[src/rtl/cmp_pkg.sv]
// Shared encodings for the pipelined compare unit:
// operation select codes and constant compare result codes.
package cmp_pkg;

    localparam logic [2:0] CMP_NOP  = 3'b000;
    localparam logic [2:0] CMP_EQ   = 3'b001;
    localparam logic [2:0] CMP_GT   = 3'b010;
    localparam logic [2:0] CMP_LT   = 3'b011;
    localparam logic [2:0] CMP_MAX  = 3'b100;
    localparam logic [2:0] CMP_MIN  = 3'b101;
    localparam logic [2:0] CMP_RMAX = 3'b110;
    localparam logic [2:0] CMP_RMIN = 3'b111;

    localparam logic [1:0] RES_EQ = 2'd1;
    localparam logic [1:0] RES_GT = 2'd2;
    localparam logic [1:0] RES_LT = 2'd3;

endpackage

[src/rtl/cmp_pipe_unit_order.sv]
// Combinational signed/unsigned magnitude comparator.
// Module name: cmp_order.
module cmp_order #(
    parameter int W = 8
) (
    input  logic [W-1:0] a,
    input  logic [W-1:0] b,
    input  logic         sgn,
    output logic         eq,
    output logic         gt,
    output logic         lt
);

    always_comb begin
        eq = (a == b);
        if (sgn) begin
            gt = ($signed(a) > $signed(b));
            lt = ($signed(a) < $signed(b));
        end else begin
            gt = (a > b);
            lt = (a < b);
        end
    end

endmodule

[src/rtl/cmp_pipe_unit.sv]
// Two-stage pipelined compare unit with MAX/MIN and running extremum.
// Running extremum (codes 110/111) is built only with CMP_RUNNING_EN.
module cmp_pipe_unit
    import cmp_pkg::*;
#(
    parameter int DATA_WIDTH = 8,
    parameter int OUT_WIDTH  = 16,
    parameter int CNT_WIDTH  = 8
) (
    input  logic                  clk,
    input  logic                  rst,
    input  logic [DATA_WIDTH-1:0] A,
    input  logic [DATA_WIDTH-1:0] B,
    input  logic [2:0]            cmp_func,
    input  logic                  cmp_signed,
    input  logic                  cmp_enable,
    input  logic                  cmp_clr,
    output logic [OUT_WIDTH-1:0]  cmp_out,
    output logic [CNT_WIDTH-1:0]  cmp_count,
    output logic                  cmp_flag
);

    function automatic logic [OUT_WIDTH-1:0] ext(
        input logic [DATA_WIDTH-1:0] d,
        input logic                  s
    );
        if (s) ext = OUT_WIDTH'($signed(d));
        else   ext = OUT_WIDTH'(d);
    endfunction

    logic [DATA_WIDTH-1:0] a_q, a_d;
    logic [DATA_WIDTH-1:0] b_q, b_d;
    logic [2:0]            func_q, func_d;
    logic                  sgn_q, sgn_d;
    logic                  vld1_q, vld1_d;

    logic [OUT_WIDTH-1:0]  out_q, out_d;
    logic                  flag_q, flag_d;

    logic                  ab_eq, ab_gt, ab_lt;
    logic [DATA_WIDTH-1:0] rmax_res, rmin_res;

    always_comb begin
        a_d    = a_q;
        b_d    = b_q;
        func_d = func_q;
        sgn_d  = sgn_q;
        vld1_d = cmp_enable;
        if (cmp_enable) begin
            a_d    = A;
            b_d    = B;
            func_d = cmp_func;
            sgn_d  = cmp_signed;
        end
    end

    always_ff @(posedge clk or negedge rst) begin
        if (!rst) begin
            a_q    <= '0;
            b_q    <= '0;
            func_q <= CMP_NOP;
            sgn_q  <= 1'b0;
            vld1_q <= 1'b0;
        end else begin
            a_q    <= a_d;
            b_q    <= b_d;
            func_q <= func_d;
            sgn_q  <= sgn_d;
            vld1_q <= vld1_d;
        end
    end

    cmp_order #(.W(DATA_WIDTH)) u_ab (
        .a   (a_q),
        .b   (b_q),
        .sgn (sgn_q),
        .eq  (ab_eq),
        .gt  (ab_gt),
        .lt  (ab_lt)
    );

`ifdef CMP_RUNNING_EN
    logic [DATA_WIDTH-1:0] max_q, max_d;
    logic [DATA_WIDTH-1:0] min_q, min_d;
    logic [CNT_WIDTH-1:0]  cnt_q, cnt_d;
    logic [CNT_WIDTH-1:0]  cnt_base;
    logic                  run_hit, first;
    logic                  mx_gt, mn_lt;
    logic                  mx_eq_unused, mx_lt_unused;
    logic                  mn_eq_unused, mn_gt_unused;

    cmp_order #(.W(DATA_WIDTH)) u_max (
        .a   (a_q),
        .b   (max_q),
        .sgn (sgn_q),
        .eq  (mx_eq_unused),
        .gt  (mx_gt),
        .lt  (mx_lt_unused)
    );

    cmp_order #(.W(DATA_WIDTH)) u_min (
        .a   (a_q),
        .b   (min_q),
        .sgn (sgn_q),
        .eq  (mn_eq_unused),
        .gt  (mn_gt_unused),
        .lt  (mn_lt)
    );

    // A clear coinciding with a sample makes that sample the first one.
    always_comb begin
        run_hit  = vld1_q && (func_q == CMP_RMAX || func_q == CMP_RMIN);
        cnt_base = cmp_clr ? '0 : cnt_q;
        first    = (cnt_base == '0);
        max_d    = cmp_clr ? '0 : max_q;
        min_d    = cmp_clr ? '0 : min_q;
        cnt_d    = cnt_base;
        if (run_hit) begin
            if (first) begin
                max_d = a_q;
                min_d = a_q;
                cnt_d = CNT_WIDTH'(1);
            end else begin
                if (mx_gt) max_d = a_q;
                if (mn_lt) min_d = a_q;
                if (cnt_base != '1) cnt_d = cnt_base + 1'b1;
            end
        end
        rmax_res = max_d;
        rmin_res = min_d;
    end

    always_ff @(posedge clk or negedge rst) begin
        if (!rst) begin
            max_q <= '0;
            min_q <= '0;
            cnt_q <= '0;
        end else begin
            max_q <= max_d;
            min_q <= min_d;
            cnt_q <= cnt_d;
        end
    end

    assign cmp_count = cnt_q;
`else
    logic clr_unused;

    assign clr_unused = cmp_clr;
    assign rmax_res   = '0;
    assign rmin_res   = '0;
    assign cmp_count  = '0;
`endif

    always_comb begin
        out_d = '0;
        unique case (func_q)
            CMP_NOP:  out_d = '0;
            CMP_EQ:   out_d = ab_eq ? OUT_WIDTH'(RES_EQ) : '0;
            CMP_GT:   out_d = ab_gt ? OUT_WIDTH'(RES_GT) : '0;
            CMP_LT:   out_d = ab_lt ? OUT_WIDTH'(RES_LT) : '0;
            CMP_MAX:  out_d = ext(ab_gt ? a_q : b_q, sgn_q);
            CMP_MIN:  out_d = ext(ab_lt ? a_q : b_q, sgn_q);
            CMP_RMAX: out_d = ext(rmax_res, sgn_q);
            CMP_RMIN: out_d = ext(rmin_res, sgn_q);
        endcase
        if (!vld1_q) out_d = '0;
        flag_d = vld1_q;
    end

    always_ff @(posedge clk or negedge rst) begin
        if (!rst) begin
            out_q  <= '0;
            flag_q <= 1'b0;
        end else begin
            out_q  <= out_d;
            flag_q <= flag_d;
        end
    end

    assign cmp_out  = out_q;
    assign cmp_flag = flag_q;

endmodule

[config.mk]
export PLATFORM = sky130hd
export DESIGN_NAME = cmp_pipe_unit
export DESIGN_NICKNAME = d
export VERILOG_FILES = /design/src/rtl/cmp_pkg.sv /design/src/rtl/cmp_pipe_unit_order.sv /design/src/rtl/cmp_pipe_unit.sv
export SDC_FILE = /design/constraint.sdc
export NUM_CORES = 1
export LEC_CHECK = 0
export BUFFER_PORTS_ARGS = -buffer_cell sky130_fd_sc_hd__buf_2
export CORE_MARGIN = 2
export CORE_UTILIZATION = 55
export CTS_CLUSTER_SIZE = 30
export DETAILED_ROUTE_END_ITERATION = 16
export PLACE_DENSITY = 0.82
export SLEW_MARGIN = 20
export SYNTH_ARGS = -nofsm -noshare
export SYNTH_HDL_FRONTEND = slang
export SYNTH_SLANG_ARGS = --single-unit
[constraint.sdc]
create_clock -name clk -period 2.84 [get_ports clk]
set_input_delay 0.142 -clock clk [delete_from_list [all_inputs] [get_ports clk]]
set_output_delay 0.142 -clock clk [all_outputs]
set_load 0.05 [all_outputs]
After elaboration in Yosys (flattened, before gate mapping)
Index checks and enable logic that the tools add are counted.
{"block": "totals", "register_bits": 38, "out_inout_bits": 25, "in_bits": 24, "wordCells": 32}
{"block": "classes", "n_reduce_logical": 2, "eq_ne": 8, "muxes": 11, "n_lt_le_gt_ge": 4}
{"cell": "$pmux 16 s6", "n": 1}
{"cell": "$mux 16", "n": 3}
{"cell": "$gt 8x8->1", "n": 2}
{"cell": "$lt 8x8->1", "n": 2}
{"cell": "$mux 8", "n": 2}
{"cell": "$eq 3x3->1 const B", "n": 4}
{"cell": "$eq 8x8->1", "n": 1}
{"cell": "$eq 3x2->1 const B", "n": 2}
{"cell": "$mux 2", "n": 2}
{"cell": "$eq 3x1->1 const B", "n": 1}
{"cell": "$logic_not 3->1", "n": 1}
{"cell": "$mux 1", "n": 3}
{"cell": "$reduce_or 3->1", "n": 1}

Logic depth before layout (Yosys ltp)
{"block": "depth", "word_depth": 6, "mapped_depth": 8, "ltp_nobuf": 8}

Modules after synthesis
A second synthesis with hierarchy kept.
{"block": "unflattened", "hier_cells": 130, "hier_area_um2": 1607.8}
{"mod": "cmp_pipe_unit", "area_per_inst_um2": 1367.6, "seq_area_each_um2": 775.7, "instances": 1, "cells_each": 100}
{"mod": "cmp_order", "area_per_inst_um2": 240.2, "seq_area_each_um2": 0.0, "instances": 1, "cells_each": 30}

Worst setup path after synthesis
OpenSTA, ideal clock, no wires.
{"block": "synth_timing", "kind": "reg-to-reg", "from": "reg a_q[7]", "to": "reg out_q[2] (netlist: cmp_out[2])", "stages_incl_launch_ff": 8, "period_less_slack_ns": 1.858, "n_path_buf": 0, "required_time_ns": 2.761, "setup_slack_ns": 0.982, "arrival_time_ns": 1.779, "setup_ns": 0.079, "cell_sequence": "dfrtp_1 > ha_1 > nor4b_1 > a2bb2oi_1 > nand2_1 > and2_4 > a21oi_4 > mux2i_1"}
{"block": "synth_between", "elab_chain_cells": 6, "word_cells_on_any_way": 12, "cone_classes": "order compare: 4; mux: 8"}
{"item": "start, declared", "line_no": "cmp_pipe_unit.sv:31", "text": "logic [DATA_WIDTH-1:0] a_q, a_d;"}
{"item": "start signal, assigned", "line_no": "cmp_pipe_unit.sv:59", "text": "a_q <= '0;"}
{"item": "start signal, assigned", "line_no": "cmp_pipe_unit.sv:65", "text": "a_q <= a_d;"}
{"item": "$lt 8x8->1 (tied with other cells)", "line_no": "cmp_pipe_unit_order.sv:21", "text": "lt = (a < b);"}
{"item": "$mux 1", "line_no": "cmp_pipe_unit_order.sv:16", "text": "if (sgn) begin"}
{"item": "$mux 8, on equally long branches", "line_no": "cmp_pipe_unit.sv:163, cmp_pipe_unit.sv:162"}
{"item": "$mux 16", "line_no": "cmp_pipe_unit.sv:27", "text": "if (s) ext = OUT_WIDTH'($signed(d));"}
{"item": "$pmux 16 s6 (*)", "line_no": "cmp_pipe_unit.sv:157", "text": "unique case (func_q)"}
{"item": "$mux 16 (*)", "line_no": "cmp_pipe_unit.sv:167", "text": "if (!vld1_q) out_d = '0;"}
{"item": "net out_d[2]", "line_no": "cmp_pipe_unit.sv:37", "text": "logic [OUT_WIDTH-1:0] out_q, out_d;"}
{"item": "end signal, assigned", "line_no": "cmp_pipe_unit.sv:176", "text": "out_q <= out_d;"}
{"item": "end, declared", "line_no": "cmp_pipe_unit.sv:37"}
The timed path passes the listed nets; every way through them passes the cells marked *.
A chain may end at the register's enable or synchronous reset.

Worst setup path after layout
{"block": "layout_timing", "from": "reg a_q[7]", "to": "reg out_q[0] (netlist: cmp_out[0])"}
The elaborated chain is that of the path after synthesis.

==> flow_summary_export.csv <==
group,metric,value,unit
floorplan,die-area,0.00355,mm2
worst_setup_path,reg2reg_to,"cmp_out[0]",
clock_tree,post_cts_buffers,0,
synthesis,ys_seq_area_share,45.7,%
worst_setup_path,reg2reg_slack,0.62,ns
worst_setup_path,slowest_delay,0.57,ns
worst_setup_path,rr_worst_depth,7,
finish,final_common_cell,"buf_2",
synthesis,synth-edff-count,0,
clock_tree,cts_tree,"yes",
sta,hold_slack,0.0347,ns
drt,avgViaCountPerCell,5.35,
placement,placedCellCount,225,
outcome,outcome,"completed",
synthesis,yosysUniqueCellTypes,37,
synthesis,synth_area_leader_cell,"dfrtp_1",
synthesis,yosysTopAreaCellShare,45.7,%
sta,fin_crit_sh,78.3,%
synthesis,yosys_register_bits,31,
floorplan,start_util,56.6,%
global_routing,antenna_found_initial,0,
sta,hold_violations,0,
worst_setup_path,cp_max_fo,5,
synthesis,syn_area_per_cell,10.2,um2
global_routing,grt_max_degree,32,
clock_tree,cts_resized,0,
finish,fin_cells,232,
finish,multi_input_area,787,um2
placement,dp_hpwl,2360,um
sta,relSlewSlack,55.4,%
floorplan,coreArea,0.00300,mm2
floorplan,die-height,59.6,um
floorplan,die_w,59.6,um
finish,fin_nets,232,
sta,fin_worst_skew,0.00553,ns
synthesis,async_reset_ff_share,100,%
global_routing,grt.overflow.total,0,
pwr,leakage,0.962,nW
placement,io_buffers,39,
synthesis,synthCells,166,
worst_setup_path,critPathSlowestCell,"o311ai_0",
worst_setup_path,crit_cells,7,
synthesis,synth-main-ff-cell,"dfrtp_1",
finish,fillCellCount,259,
clock_tree,clock-sinks,31,
floorplan,num_rows,20,
worst_setup_path,cp.buffers_inverters,0,
finish,antennaDiodeCount,0,
clock_tree,cts_root_buf,"clkbuf_4",
worst_setup_path,critPathCapture,"cmp_out[0]",
worst_setup_path,r2r-start,"a_q[7]",
finish,final_cell_mix,"buf_2 (39), nand2_1 (31), dfrtp_1 (31), mux2_2 (12), mux2i_1 (10)",
global_routing,first_global_vias,1235,
synthesis,yosys_warnings,0,
clock_tree,clockBufferDepth,2,
pwr,power_density,571,mW/mm2
pwr,vdd_ir_drop_max,0.309,mV
sta,grt_setup_unrepaired,"false",
drt,avgRoutedWirePerCell,13.4,um
clock_tree,cts_max_level,2,
sta,worst_pin_slew,0.661,ns
drt,drt-initial-drc-count,23,
sta,max_clock_freq,450,MHz
global_routing,grt_pass1_wl,5370,um
floorplan,pin_count,49,
drt,postRouteWirelength,3100,um
worst_setup_path,end_kind,"flop",
worst_setup_path,critPathTopFamily,"compound AO/OA/AOI/OAI gates",
worst_setup_path,critPathLaunch,"a_q[7]",
drt,drtPass1Iterations,6,
sta,slew_viol_final,0,
synthesis,synth_area,0.00170,mm2
finish,layout-area-overhead-vs-synth,10.7,%
worst_setup_path,arrival,2.40,ns
sta,fin_crit,2.22,ns
worst_setup_path,cp-start-kind,"flop",
drt,drcViolationCount,0,
hold_path,hp-class,"in2reg",
clock_tree,numCtsBuffers,5,
drt,detail-route-antenna-nets,0,
worst_setup_path,crit_type,"reg2reg",
job,maxCapViolations,0,
worst_setup_path,cp_data_required_time,3.02,ns
global_routing,track_usage,20.8,%
finish,drive_gt1_share,32.2,%
placement,gp_congestion,0.888,
drt,num_vias,1242,
clock_tree,path_clk_slew,0.08,ns
worst_setup_path,cp_cell_sequence,"ha_1 -> nand4_1 -> nor2_2 -> o311ai_0 -> nor3b_1 -> mux2i_1 -> o311ai_1",
clock_tree,insertion_delay,0.32,ns
hold_path,worstHoldStart,"A[0]",
synthesis,synthTopCellsByArea,"dfrtp_1 (46%), mux2_2 (8.0%), nand2_1 (6.8%)",
sta,tns,0,ns
sta,setup_viol,0,
finish,seq_area,776,um2
==> flip-flops by register name, indices dropped and copies added (netlist names) <==
register / cells
func_q: 3
b_q: 8
sgn_q: 1
flag_d: 1
cmp_out: 9
cmp_flag: 1
a_q: 8
==> where the power goes <==
| group | switching [mW] | leakage [nW] | total (mW) | internal (mW) |
|---|---|---|---|---|
| clock | 0.131 | 0.0242 | 0.219 | 0.0878 |
| combinational | 0.218 | 0.554 | 0.341 | 0.123 |
| sequential | 0.0334 | 0.384 | 0.514 | 0.480 |
| total | 0.382 | 0.962 | 1.07 | 0.692 |
==> synthesized netlist by cell type (all sizes together), types with 2 or more instances <==
master and count:
nand2 32, dfrtp 31, buf 16, mux2 12
mux2i 10, ha 8, inv 8, o21ai 8
a21oi 5, clkbuf 4, nor2 4, nand4 3
nor2b 3, a211o 2, and2 2, nor3 2
nor4b 2, o311ai 2
==> layout make-up <==
type / instances / share of cell area (%)
clock buffers: 6 / 2.20
inverters: 8 / 1.60
well taps: 33 / 2.20
multi-input cells: 114 / 41.8
flip-flops and latches: 31 / 41.3
repair buffers: 40 / 10.9
==> timing repair <==
| item | 4_1_cts | 5_1_grt |
|---|---|---|
| endpoints found under the setup margin | 0 | 0 |
| hold buffers | 1 | 0 |
| hold endpoints to repair | 31 | 0 |
==> metal layers <==
layer  up-vias  wire, um  GRT usage, %
li1        617         -             -
met1       569      1320          23.8
met5         -         0             0
met3         6       199          6.11
met4         0        53          9.52
met2        50      1520          35.6
==> stage by stage <==
stage / instance area (um2) / util [%] / setup slack, ns / power (mW)
after floorplan: 1730 / - / 0.982 / 0.798
after global placement: 1830 / 60.9 / 0.730 / 0.853
after detailed placement: 1830 / 60.9 / 0.688 / 0.864
after CTS: 1880 / 62.6 / 0.684 / 1.09
after global routing: 1880 / 62.6 / 0.488 / 1.14
final: 1880 / 62.6 / 0.617 / 1.07
==> worst min path at each step <==
stage / to / slack [ns] / depth (start not counted)
global route: func_q[0] / 0.03 / 2
finish: a_q[0] / 0.03 / 3
global placement: b_q[4] / 0.20 / 1
detailed placement: b_q[5] / 0.22 / 1
CTS: b_q[1] / 0.02 / 3
floorplan: a_q[0] / -0.15 / 0
==> cell families (layout without fill, tap and decap cells) <==
kind of cell               count (synthesis)  count (layout)  synth area share [%]
AOI/OAI and AO/OA                         23              23                  9.72
adders and majority gates                  8               8                  5.89
buffers and inverters                     28              54                  9.57
DFF                                       31              31                  45.7
muxes                                     22              22                  13.8
other                                      1               8                 0.221
and+or+nand+nor                           53              53                  15.1
==> tightest hold or removal path, stage by stage <==
cell	delay, ns
buf_2	0.08
nand2_1	0.04
o21ai_0	0.06
Power figures use the tool's default switching activity.
